File: src/rtl/bus_fabric_n.sv
// -----------------------------------------------------------------------------
// bus_fabric_n
//
// Registered single-master bus fabric. Decodes the region-select field of the
// master address to one of N_SLAVES one-hot chip enables. It holds the request
// stable towards the slave while waiting, and returns the selected slave's read
// data to the master with a single-cycle grant pulse.
//
// Optional feature macro: BUS_FABRIC_TIMEOUT_ERR_EN
//   defined   : wait-state timeout counter present; misses and timeouts
//               complete with o_M_ERR=1.
//   undefined : no counter; WAIT lasts until the selected slave grants;
//               o_M_ERR is always 0. Unmapped accesses still complete with a
//               grant pulse and o_M_RDATA=0.
//
// Ports
//   i_CLK, i_RST        clock, asynchronous active-high reset
//   i_M_REQ/WE/RE/HB    master request, direction and size code
//   i_M_ADDR/WDATA      master address / write data
//   o_M_GNT             one-cycle completion pulse
//   o_M_RDATA/o_M_ERR   read data / error flag, valid with o_M_GNT
//   o_S_CE              one-hot slave chip enable
//   o_S_REQ/WE/RE/HB    slave request, direction, size code
//   o_S_ADDR/WDATA      latched address (select field and above zeroed) / data
//   i_S_GNT             per-slave grant
//   i_S_RDATA           packed slave read data, slave i at [i*DATA_W +: DATA_W]
// -----------------------------------------------------------------------------
module bus_fabric_n #(
    parameter int N_SLAVES = 8,
    parameter int ADDR_W   = 32,
    parameter int DATA_W   = 32,
    parameter int SEL_MSB  = 31,
    parameter int SEL_LSB  = 28,
    parameter int BASE_SEL = 8,
    parameter int TIMEOUT  = 15
) (
    input  logic                         i_CLK,
    input  logic                         i_RST,
    input  logic                         i_M_REQ,
    input  logic                         i_M_WE,
    input  logic                         i_M_RE,
    input  logic [1:0]                   i_M_HB,
    input  logic [ADDR_W-1:0]            i_M_ADDR,
    input  logic [DATA_W-1:0]            i_M_WDATA,
    output logic                         o_M_GNT,
    output logic [DATA_W-1:0]            o_M_RDATA,
    output logic                         o_M_ERR,
    output logic [N_SLAVES-1:0]          o_S_CE,
    output logic                         o_S_REQ,
    output logic                         o_S_WE,
    output logic                         o_S_RE,
    output logic [1:0]                   o_S_HB,
    output logic [ADDR_W-1:0]            o_S_ADDR,
    output logic [DATA_W-1:0]            o_S_WDATA,
    input  logic [N_SLAVES-1:0]          i_S_GNT,
    input  logic [N_SLAVES*DATA_W-1:0]   i_S_RDATA
);

    localparam int SEL_W   = (N_SLAVES > 1) ? $clog2(N_SLAVES) : 1;
    localparam int BASE_HI = BASE_SEL + N_SLAVES;
    // Keeps only the offset bits below the region-select field.
    localparam logic [ADDR_W-1:0] ADDR_MASK = (ADDR_W'(1) << SEL_LSB) - ADDR_W'(1);

`ifdef BUS_FABRIC_TIMEOUT_ERR_EN
    localparam int   CNT_W    = $clog2(TIMEOUT + 1);
    localparam logic MISS_ERR = 1'b1;
`else
    localparam logic MISS_ERR = 1'b0;
`endif

    typedef enum logic [1:0] {
        ST_IDLE = 2'd0,
        ST_WAIT = 2'd1,
        ST_RESP = 2'd2
    } state_t;

    state_t              state_q, state_d;
    logic [N_SLAVES-1:0] ce_q, ce_d;
    logic                req_q, req_d;
    logic                we_q, we_d;
    logic                re_q, re_d;
    logic [1:0]          hb_q, hb_d;
    logic [ADDR_W-1:0]   addr_q, addr_d;
    logic [DATA_W-1:0]   wdata_q, wdata_d;
    logic [SEL_W-1:0]    sel_q, sel_d;
    logic [DATA_W-1:0]   rdata_q, rdata_d;
    logic                gnt_q, gnt_d;
    logic                err_q, err_d;
`ifdef BUS_FABRIC_TIMEOUT_ERR_EN
    logic [CNT_W-1:0]    cnt_q, cnt_d;
`endif

    // Unpack the slave read-data bus so the selected slice is a plain index.
    logic [DATA_W-1:0] s_rdata [N_SLAVES];
    for (genvar g = 0; g < N_SLAVES; g++) begin : g_unpack
        assign s_rdata[g] = i_S_RDATA[g*DATA_W +: DATA_W];
    end

    // Region decode of the incoming master address.
    logic [31:0]      fld;
    logic             hit;
    logic [SEL_W-1:0] sel_dec;
    logic             s_gnt;

    always_comb begin
        fld     = 32'(i_M_ADDR[SEL_MSB:SEL_LSB]);
        hit     = (fld >= 32'(BASE_SEL)) && (fld < 32'(BASE_HI));
        sel_dec = SEL_W'(fld - 32'(BASE_SEL));
        // Only the addressed slave's grant counts; others are ignored.
        s_gnt   = i_S_GNT[sel_q];
    end

    always_comb begin
        state_d = state_q;
        ce_d    = ce_q;
        req_d   = req_q;
        we_d    = we_q;
        re_d    = re_q;
        hb_d    = hb_q;
        addr_d  = addr_q;
        wdata_d = wdata_q;
        sel_d   = sel_q;
        rdata_d = rdata_q;
        gnt_d   = 1'b0;
        err_d   = 1'b0;
`ifdef BUS_FABRIC_TIMEOUT_ERR_EN
        cnt_d   = cnt_q;
`endif

        case (state_q)
            ST_IDLE: begin
                // gnt_q is only ever set on entry to RESP, so IDLE never sees
                // a master that is still holding the request just granted.
                if (i_M_REQ && (i_M_WE || i_M_RE)) begin
                    if (hit) begin
                        ce_d    = N_SLAVES'(1) << sel_dec;
                        req_d   = 1'b1;
                        we_d    = i_M_WE;
                        re_d    = i_M_RE & ~i_M_WE;   // write wins when both set
                        hb_d    = i_M_HB;
                        addr_d  = i_M_ADDR & ADDR_MASK;
                        wdata_d = i_M_WDATA;
                        sel_d   = sel_dec;
                        state_d = ST_WAIT;
                    end else begin
                        // Unmapped: complete straight away, no chip enable.
                        rdata_d = '0;
                        gnt_d   = 1'b1;
                        err_d   = MISS_ERR;
                        state_d = ST_RESP;
                    end
                end
            end

            ST_WAIT: begin
                // Grant is tested first so it beats a same-cycle timeout.
                if (s_gnt) begin
                    rdata_d = we_q ? '0 : s_rdata[sel_q];
                    ce_d    = '0;
                    req_d   = 1'b0;
                    we_d    = 1'b0;
                    re_d    = 1'b0;
                    gnt_d   = 1'b1;
                    state_d = ST_RESP;
`ifdef BUS_FABRIC_TIMEOUT_ERR_EN
                    cnt_d   = '0;
                end else if (cnt_q == CNT_W'(TIMEOUT - 1)) begin
                    // This cycle brings the count to TIMEOUT: abort.
                    rdata_d = '0;
                    ce_d    = '0;
                    req_d   = 1'b0;
                    we_d    = 1'b0;
                    re_d    = 1'b0;
                    gnt_d   = 1'b1;
                    err_d   = 1'b1;
                    cnt_d   = '0;
                    state_d = ST_RESP;
                end else begin
                    cnt_d   = cnt_q + CNT_W'(1);
`endif
                end
            end

            ST_RESP: begin
                state_d = ST_IDLE;
`ifdef BUS_FABRIC_TIMEOUT_ERR_EN
                cnt_d   = '0;
`endif
            end

            default: state_d = ST_IDLE;
        endcase
    end

    always_ff @(posedge i_CLK or posedge i_RST) begin
        if (i_RST) begin
            state_q <= ST_IDLE;
            ce_q    <= '0;
            req_q   <= 1'b0;
            we_q    <= 1'b0;
            re_q    <= 1'b0;
            hb_q    <= '0;
            addr_q  <= '0;
            wdata_q <= '0;
            sel_q   <= '0;
            rdata_q <= '0;
            gnt_q   <= 1'b0;
            err_q   <= 1'b0;
`ifdef BUS_FABRIC_TIMEOUT_ERR_EN
            cnt_q   <= '0;
`endif
        end else begin
            state_q <= state_d;
            ce_q    <= ce_d;
            req_q   <= req_d;
            we_q    <= we_d;
            re_q    <= re_d;
            hb_q    <= hb_d;
            addr_q  <= addr_d;
            wdata_q <= wdata_d;
            sel_q   <= sel_d;
            rdata_q <= rdata_d;
            gnt_q   <= gnt_d;
            err_q   <= err_d;
`ifdef BUS_FABRIC_TIMEOUT_ERR_EN
            cnt_q   <= cnt_d;
`endif
        end
    end

    assign o_M_GNT   = gnt_q;
    assign o_M_RDATA = rdata_q;
    assign o_M_ERR   = err_q;
    assign o_S_CE    = ce_q;
    assign o_S_REQ   = req_q;
    assign o_S_WE    = we_q;
    assign o_S_RE    = re_q;
    assign o_S_HB    = hb_q;
    assign o_S_ADDR  = addr_q;
    assign o_S_WDATA = wdata_q;

endmodule

File: config.mk
export PLATFORM = sky130hd
export DESIGN_NAME = bus_fabric_n
export DESIGN_NICKNAME = d
export VERILOG_FILES = /design/src/rtl/bus_fabric_n.sv
export SDC_FILE = /design/constraint.sdc
export NUM_CORES = 1
export LEC_CHECK = 0
export ABC_AREA = 0
export ABC_CLOCK_PERIOD_IN_PS = 5700
export CORE_AREA = 4 4 171 173
export CTS_CLUSTER_SIZE = 14
export DETAILED_ROUTE_END_ITERATION = 7
export DIE_AREA = 0 0 175 177
export HOLD_SLACK_MARGIN = 0.05
export PLACE_DENSITY = 0.64
export SETUP_SLACK_MARGIN = 0.3
export SLEW_MARGIN = 20
export SYNTH_ARGS = -nofsm -noshare
export SYNTH_HDL_FRONTEND = slang
export SYNTH_SLANG_ARGS = --single-unit
File: constraint.sdc
create_clock -name i_CLK -period 5.7 [get_ports i_CLK]
set_input_delay 1.71 -clock i_CLK [delete_from_list [all_inputs] [get_ports i_CLK]]
set_output_delay 1.71 -clock i_CLK [all_outputs]
set_load 0.02 [all_outputs]
* Word-level counts from Yosys, hierarchy flattened
Index checks and enable logic that the tools add are counted.
Storage, ports and cells: bits in registers 111, bits in latches 0, memory bits (writable) 0, ROM bits 0, input port bits 335, output and inout bits 111, word-level logic and storage cells 64, memories kept 0
Cells by class: add/sub/neg operators 1, $mul 0, div/mod/pow operators 0, order comparisons 3, equality and inequality tests 5, shift-type cells 1, multiplexer cells 32, bitwise logic cells 3, reductions and logical operators 8
Operator list (count):
- two-way mux 32 bit | 6
- binary-select mux 32 bit (select 3 bit) | 1
- case mux 32 bit (2 select lines) | 1
- two-way mux 8 bit | 3
- case mux 8 bit (2 select lines) | 1
- two-way mux 1 bit | 11
- greater-or-equal comparator 4 bit, second input constant | 2
- != test 2 bit, second input constant | 4
- case mux 1 bit (2 select lines) | 4
- AND reduction 4 bit | 2
- << shifter 1 x 3 -> 8 bit, first input constant | 1
- two-way mux 2 bit | 3
- less-than comparator 3 x 4 -> 1 bit, second input constant | 1
- inverter 3 -> 4 bit | 1
- case mux 2 bit (2 select lines) | 1
- binary-select mux 1 bit (select 3 bit) | 1
- AND reduction 3 bit | 1
- subtractor 3 x 1 -> 3 bit, second input constant | 1
- == test 2 x 1 -> 1 bit, second input constant | 1
- zero test 2 bit | 1
- AND reduction 2 bit | 1
- nonzero test 2 bit | 1
- AND 1 bit | 1
- logical AND 1 bit | 1
- other kinds (2) | 2

* Depth between registers and ports, before layout
depth after elaboration 7, gate-level depth with buffers 7, depth with buffers taken out 5

* Least setup slack after synthesis
Ideal clock, no wire load.
kind input port to flip-flop, start point in i_M_RE, end point reg addr_q[0], in the netlist o_S_ADDR[0], arrival 2.763 ns, required time 5.575 ns, setup slack 2.812 ns, stages on the path 5, cell sequence o21ai_1 > nor4_4 > buf_4 > buf_4 > mux2_2
On the way: cells in the longest elaborated chain, start to end 3
RTL lines:
- start, declared | RTL line 41 | input logic i_M_RE,
- logical OR 1 bit | RTL line 134 | if (i_M_REQ && (i_M_WE || i_M_RE)) begin
- logical AND 1 bit | RTL line 134
- AND reduction 3 bit (no line)
- end signal, assigned | RTL line 219 | addr_q <= addr_d;
- end, declared | RTL line 83 | logic [ADDR_W-1:0] addr_q, addr_d;
No other way between the ends. A chain may end at the register's enable or synchronous reset.

* Worst setup path in the final report
start point in i_M_WE, end point reg wdata_q[0], in the netlist o_S_WDATA[0]
On the way: cells in the longest elaborated chain, start to end 3
RTL lines:
- start, declared | RTL line 40 | input logic i_M_WE,
- logical OR 1 bit | RTL line 134
- logical AND 1 bit | RTL line 134
- AND reduction 3 bit (no line)
- end signal, assigned | RTL line 220 | wdata_q <= wdata_d;
- end, declared | RTL line 84 | logic [DATA_W-1:0] wdata_q, wdata_d;
No other way between the ends.

==> impl_results.html <==
<table>
<tr><th>Metric</th><th>Value</th></tr>
<tr><th colspan="2">Status</th></tr>
<tr><td>Outcome</td><td>finished clean</td></tr>
<tr><th colspan="2">Synth</th></tr>
<tr><td>Mean instance size in the synthesized netlist</td><td>15.71 µm²</td></tr>
<tr><td>Top_reg_cell synth</td><td>dfrtp_1</td></tr>
<tr><td>Synth async-reset ratio</td><td>between 90% and 100%</td></tr>
<tr><td>Combinational family with the most area after synthesis</td><td>multiplexers</td></tr>
<tr><td>Distinct cells, synth</td><td>34</td></tr>
<tr><td>Combined area of all synthesized cells</td><td>6173 µm²</td></tr>
<tr><td>Number of register bits inferred by synthesis</td><td>between 100 and 150</td></tr>
<tr><td>Seq/Total Area, Yosys</td><td>44.99%</td></tr>
<tr><td>Post-synthesis adder-cell area fraction</td><td>0%</td></tr>
<tr><td>Count of warnings emitted by yosys</td><td>0</td></tr>
<tr><td>Xor and xnor area share after synthesis</td><td>0%</td></tr>
<tr><td>Basic-gate share of the synthesized area counting and, or, nand and nor cells</td><td>~1.9%</td></tr>
<tr><td>Number of enable flip-flop cells after synthesis</td><td>0</td></tr>
<tr><td>Fraction of the mapped netlist area in compound gates</td><td>7.519%</td></tr>
<tr><td>Share of synthesized area spent on multiplexers</td><td>41.14%</td></tr>
<tr><td>Gate Count Post-Synth</td><td>393</td></tr>
<tr><th colspan="2">Cells and area</th></tr>
<tr><td>Most frequent cells in the layout</td><td>440 x clkdlybuf4s50_1, 108 x dfrtp_1, 64 x mux2_2, 64 x mux4_2, 34 x mux2i_1</td></tr>
<tr><td>Non-filler instance count after layout</td><td>1200</td></tr>
<tr><td>Number of fill cells in the layout</td><td>2662</td></tr>
<tr><td>Growth of design area from synthesis to finish</td><td>81.29%</td></tr>
<tr><td>Share of post-route cells with drive strength above 1</td><td>19.46%</td></tr>
<tr><td>Post-layout net count</td><td>around 1200</td></tr>
<tr><td>Antenna fix cells</td><td>0</td></tr>
<tr><td>Most common cell after layout, fill and taps aside</td><td>clkdlybuf4s50_1</td></tr>
<tr><th colspan="2">Route</th></tr>
<tr><td>Post-detailed-route DRC marker count</td><td>0</td></tr>
<tr><td>Number of violations reported at the end of detailed-routing iteration 0</td><td>243</td></tr>
<tr><td>Detailed-routing iteration count for the pre-antenna-repair pass</td><td>4</td></tr>
<tr><td>Antenna viol nets, final</td><td>0</td></tr>
<tr><td>Post-detailed-routing wire length</td><td>24.70 mm</td></tr>
<tr><td>Routed len/inst</td><td>~21 µm</td></tr>
<tr><td>Count of vias placed by the detailed router</td><td>5337</td></tr>
<tr><td>Average vias per placed instance</td><td>between 4 and 5</td></tr>
<tr><th colspan="2">Setup path</th></tr>
<tr><td>Worst path bufs/invs</td><td>2</td></tr>
<tr><td>Crit Path Max Fanout</td><td>69</td></tr>
<tr><td>Required arrival time at the worst endpoint</td><td>5.94 ns</td></tr>
<tr><td>Kind of capture point of the worst setup path</td><td>flop</td></tr>
<tr><td>CP peak stage delay</td><td>0.74 ns</td></tr>
<tr><td>Worst Setup Start Kind</td><td>primary input</td></tr>
<tr><td>Critical path class</td><td>primary input to flop</td></tr>
<tr><td>Data arrival time of the critical path</td><td>3.75 ns</td></tr>
<tr><td>Standard cell with the maximum stage delay on the critical path</td><td>buf_4</td></tr>
<tr><td>Top cell family by delay on the critical path</td><td>buffers and inverters</td></tr>
<tr><td>Cells traversed along the worst timing path</td><td>clkdlybuf4s50_1 &gt; o21ai_1 &gt; nor4_4 &gt; buf_4 &gt; mux2_2</td></tr>
<tr><th colspan="2">Clock network</th></tr>
<tr><td>Register clock-pin slew on the reported worst setup and hold paths</td><td>about 0.080 ns</td></tr>
<tr><td>Post-CTS setup repair buffer count</td><td>0</td></tr>
<tr><td>Clock tree from TritonCTS</td><td>done</td></tr>
<tr><td>Worst-Skew Late Latency</td><td>0.36 ns</td></tr>
<tr><td>Number of buffers between clock root and the deepest sink</td><td>2</td></tr>
<tr><td>TritonCTS Buffers</td><td>9</td></tr>
<tr><td># resized after CTS</td><td>0</td></tr>
<tr><td>Number of clock sinks</td><td>111</td></tr>
<tr><td>CTS Hold Buffers Added</td><td>0</td></tr>
<tr><td>Library cell used as clock root buffer</td><td>clkbuf_16</td></tr>
<tr><td>H-tree lvl count</td><td>3</td></tr>
<tr><th colspan="2">STA</th></tr>
<tr><td>Final setup violation count</td><td>0</td></tr>
<tr><td>Pins Over Slew Limit</td><td>0</td></tr>
<tr><td>Setup repair after global routing missed its margin</td><td>false</td></tr>
<tr><td>Number of hold violations in the final report</td><td>0</td></tr>
<tr><td>Actual transition at the worst max-transition pin</td><td>0.9336 ns</td></tr>
<tr><td>Max frequency</td><td>0.2850 GHz</td></tr>
<tr><td>Clock skew</td><td>0.01262 ns</td></tr>
<tr><td>Final critical delay including setup and external delays</td><td>3.508 ns</td></tr>
<tr><td>Sum of negative setup slack</td><td>0 ns</td></tr>
<tr><td>Max-slew headroom</td><td>between 30% and 40%</td></tr>
<tr><td>Share of the clock period used by the worst path</td><td>~62%</td></tr>
<tr><th colspan="2">Floorplan</th></tr>
<tr><td>Die height</td><td>177 µm</td></tr>
<tr><td>Width of the die</td><td>175 µm</td></tr>
<tr><td>Area of the die</td><td>roughly 31000 µm²</td></tr>
<tr><td>Initial Util</td><td>22.34%</td></tr>
<tr><td>Total I/O pin count</td><td>446</td></tr>
<tr><td>Row cnt</td><td>61</td></tr>
<tr><td>Core region area</td><td>27630 µm²</td></tr>
<tr><th colspan="2">Global route</th></tr>
<tr><td>Vias in the first global route</td><td>5768</td></tr>
<tr><td>Global-route wire length before repair</td><td>about 36 mm</td></tr>
<tr><td>Total global-route track usage</td><td>about 15%</td></tr>
<tr><td>Maximum number of pins on one net before global-route repair</td><td>70</td></tr>
<tr><td>Initial antenna violation count</td><td>0</td></tr>
<tr><td>Overflow left after global routing</td><td>0</td></tr>
<tr><th colspan="2">Pwr</th></tr>
<tr><td>Net switching power figure</td><td>1.933 mW</td></tr>
<tr><td>Internal power of the cells</td><td>roughly 3.1 mW</td></tr>
<tr><td>Power per cell area</td><td>449.2 nW/µm²</td></tr>
<tr><td>Share of total power in combinational logic</td><td>58.7%</td></tr>
<tr><td>Switching share of total power</td><td>approximately 38%</td></tr>
<tr><td>Pleak</td><td>between 4 and 5 nW</td></tr>
<tr><td>Power share of the clock group</td><td>12.6%</td></tr>
<tr><td>Portion of total power attributed to sequential cells</td><td>28.7%</td></tr>
<tr><td>Highest ir drop seen on vdd</td><td>238.5 µV</td></tr>
<tr><th colspan="2">Job</th></tr>
<tr><td>Max-cap check violation count</td><td>0</td></tr>
<tr><th colspan="2">Placed design</th></tr>
<tr><td>Number of input and output port buffers inserted</td><td>440</td></tr>
<tr><td>Placed Cells incl. Taps</td><td>1183</td></tr>
<tr><td>RD Place Congestion</td><td>between 0.7 and 0.8</td></tr>
<tr><td>Half-perimeter wire length after placement</td><td>19.69 mm</td></tr>
<tr><th colspan="2">Worst hold path</th></tr>
<tr><td>Hold Path Class</td><td>flop to flop</td></tr>
</table>
cells in the mapped netlist (2+ instances only):
master / instances / share of area (%)
dfrtp_1: 111 / 45
mux2_2: 64 / 12
mux4_2: 64 / 23
mux2i_1: 34 / 5.5
o2bb2ai_1: 33 / 4.7
buf_2: 16 / 1.3
buf_4: 13 / 1.6
inv_1: 7 / 0.43
nor2_1: 5 / 0.30
a21o_1: 4 / 0.49
a22o_1: 4 / 0.57
buf_6: 4 / 0.73
a32o_1: 3 / 0.49
buf_1: 3 / 0.18
clkbuf_1: 3 / 0.18
nand2b_1: 3 / 0.30
nor3_1: 3 / 0.24
mux2_1: 2 / 0.36
nand2_1: 2 / 0.12
state kept, by name (all words and copies together), names as in the netlist:
signal,flops
o_M_RDATA,32
o_S_WDATA,32
o_S_ADDR,28
o_S_CE,8
sel_q,3
o_S_HB,2
state_q,2
o_M_GNT,1
o_S_RE,1
o_S_REQ,1
o_S_WE,1
kinds of logic after synthesis:
logic type             after synthesis
buffers and inverters               46
AND/OR/NAND/NOR                     19
other                                1
AO/OA/AOI/OAI                       51
flip-flops                         111
multiplexers                       165
path summary, 6_finish.rpt:
check | startpoint | cells past startpoint | slack (ns) | to
setup / recovery | i_M_WE | 5 | 2.19 | o_S_WDATA[0]$_DFFE_PP0P_
hold / removal | o_S_REQ$_DFFE_PP0P_ | 1 | 0.48 | o_S_REQ$_DFFE_PP0P_
setup reg to reg | sel_q[1]$_DFFE_PP0P_ | 6 | 3.08 | o_S_CE[6]$_DFFE_PP0P_
hold reg to reg | o_S_REQ$_DFFE_PP0P_ | 1 | 0.48 | o_S_REQ$_DFFE_PP0P_
max in group asynchronous | i_RST | 3 | 2.90 | o_M_RDATA[3]$_DFFE_PP0P_
min in group asynchronous | i_RST | 2 | 1.84 | o_M_RDATA[22]$_DFFE_PP0P_
through the flow:
stage	worst slack, ns	total power [mW]	util, %	instance area (µm²)	hold WS [ns]
2_1_floorplan	1.059	3.198	-	6188	0.5945
3_5_place_dp	1.695	4.456	39.39	10880	0.4656
4_1_cts	2.081	5.120	40.41	11160	0.4852
6_report	2.192	5.028	40.51	11190	0.4803
3_3_place_gp	1.795	4.421	39.39	10880	0.4619
5_1_grt	2.068	5.350	40.51	11190	0.5007
power groups by stage:
stage,sequential (mW),clock (mW),combinational [mW]
floorplan,1.75,0,1.45
global placement,1.45,0,2.97
detailed placement,1.46,0,2.99
CTS,1.46,0.670,2.99
global route,1.51,0.696,3.14
finish,1.44,0.634,2.95
cell type report:
cell class | count | area (µm²) | area share [%]
Clock buffer | 11 | 232.7 | 2.079
Inverter | 7 | 28.78 | 0.2571
Multi-Input combinational cell | 240 | 3139 | 28.05
Clock inverter | 5 | 50.05 | 0.4472
Sequential cell | 111 | 2784 | 24.87
Tap cell | 378 | 473.0 | 4.226
Timing Repair Buffer | 448 | 4484 | 40.07
metal layers:
metal  vias to the layer above  global-route usage, %  routed length, µm
met3                        23                  5.362               2326
li1                       2395                      -                  -
met1                      2666                  19.15               9841
met4                         0                  3.110                310
met5                         -                      0                  0
met2                       253                  25.58              12220
Note: power is estimated with default switching activity, not from simulation.
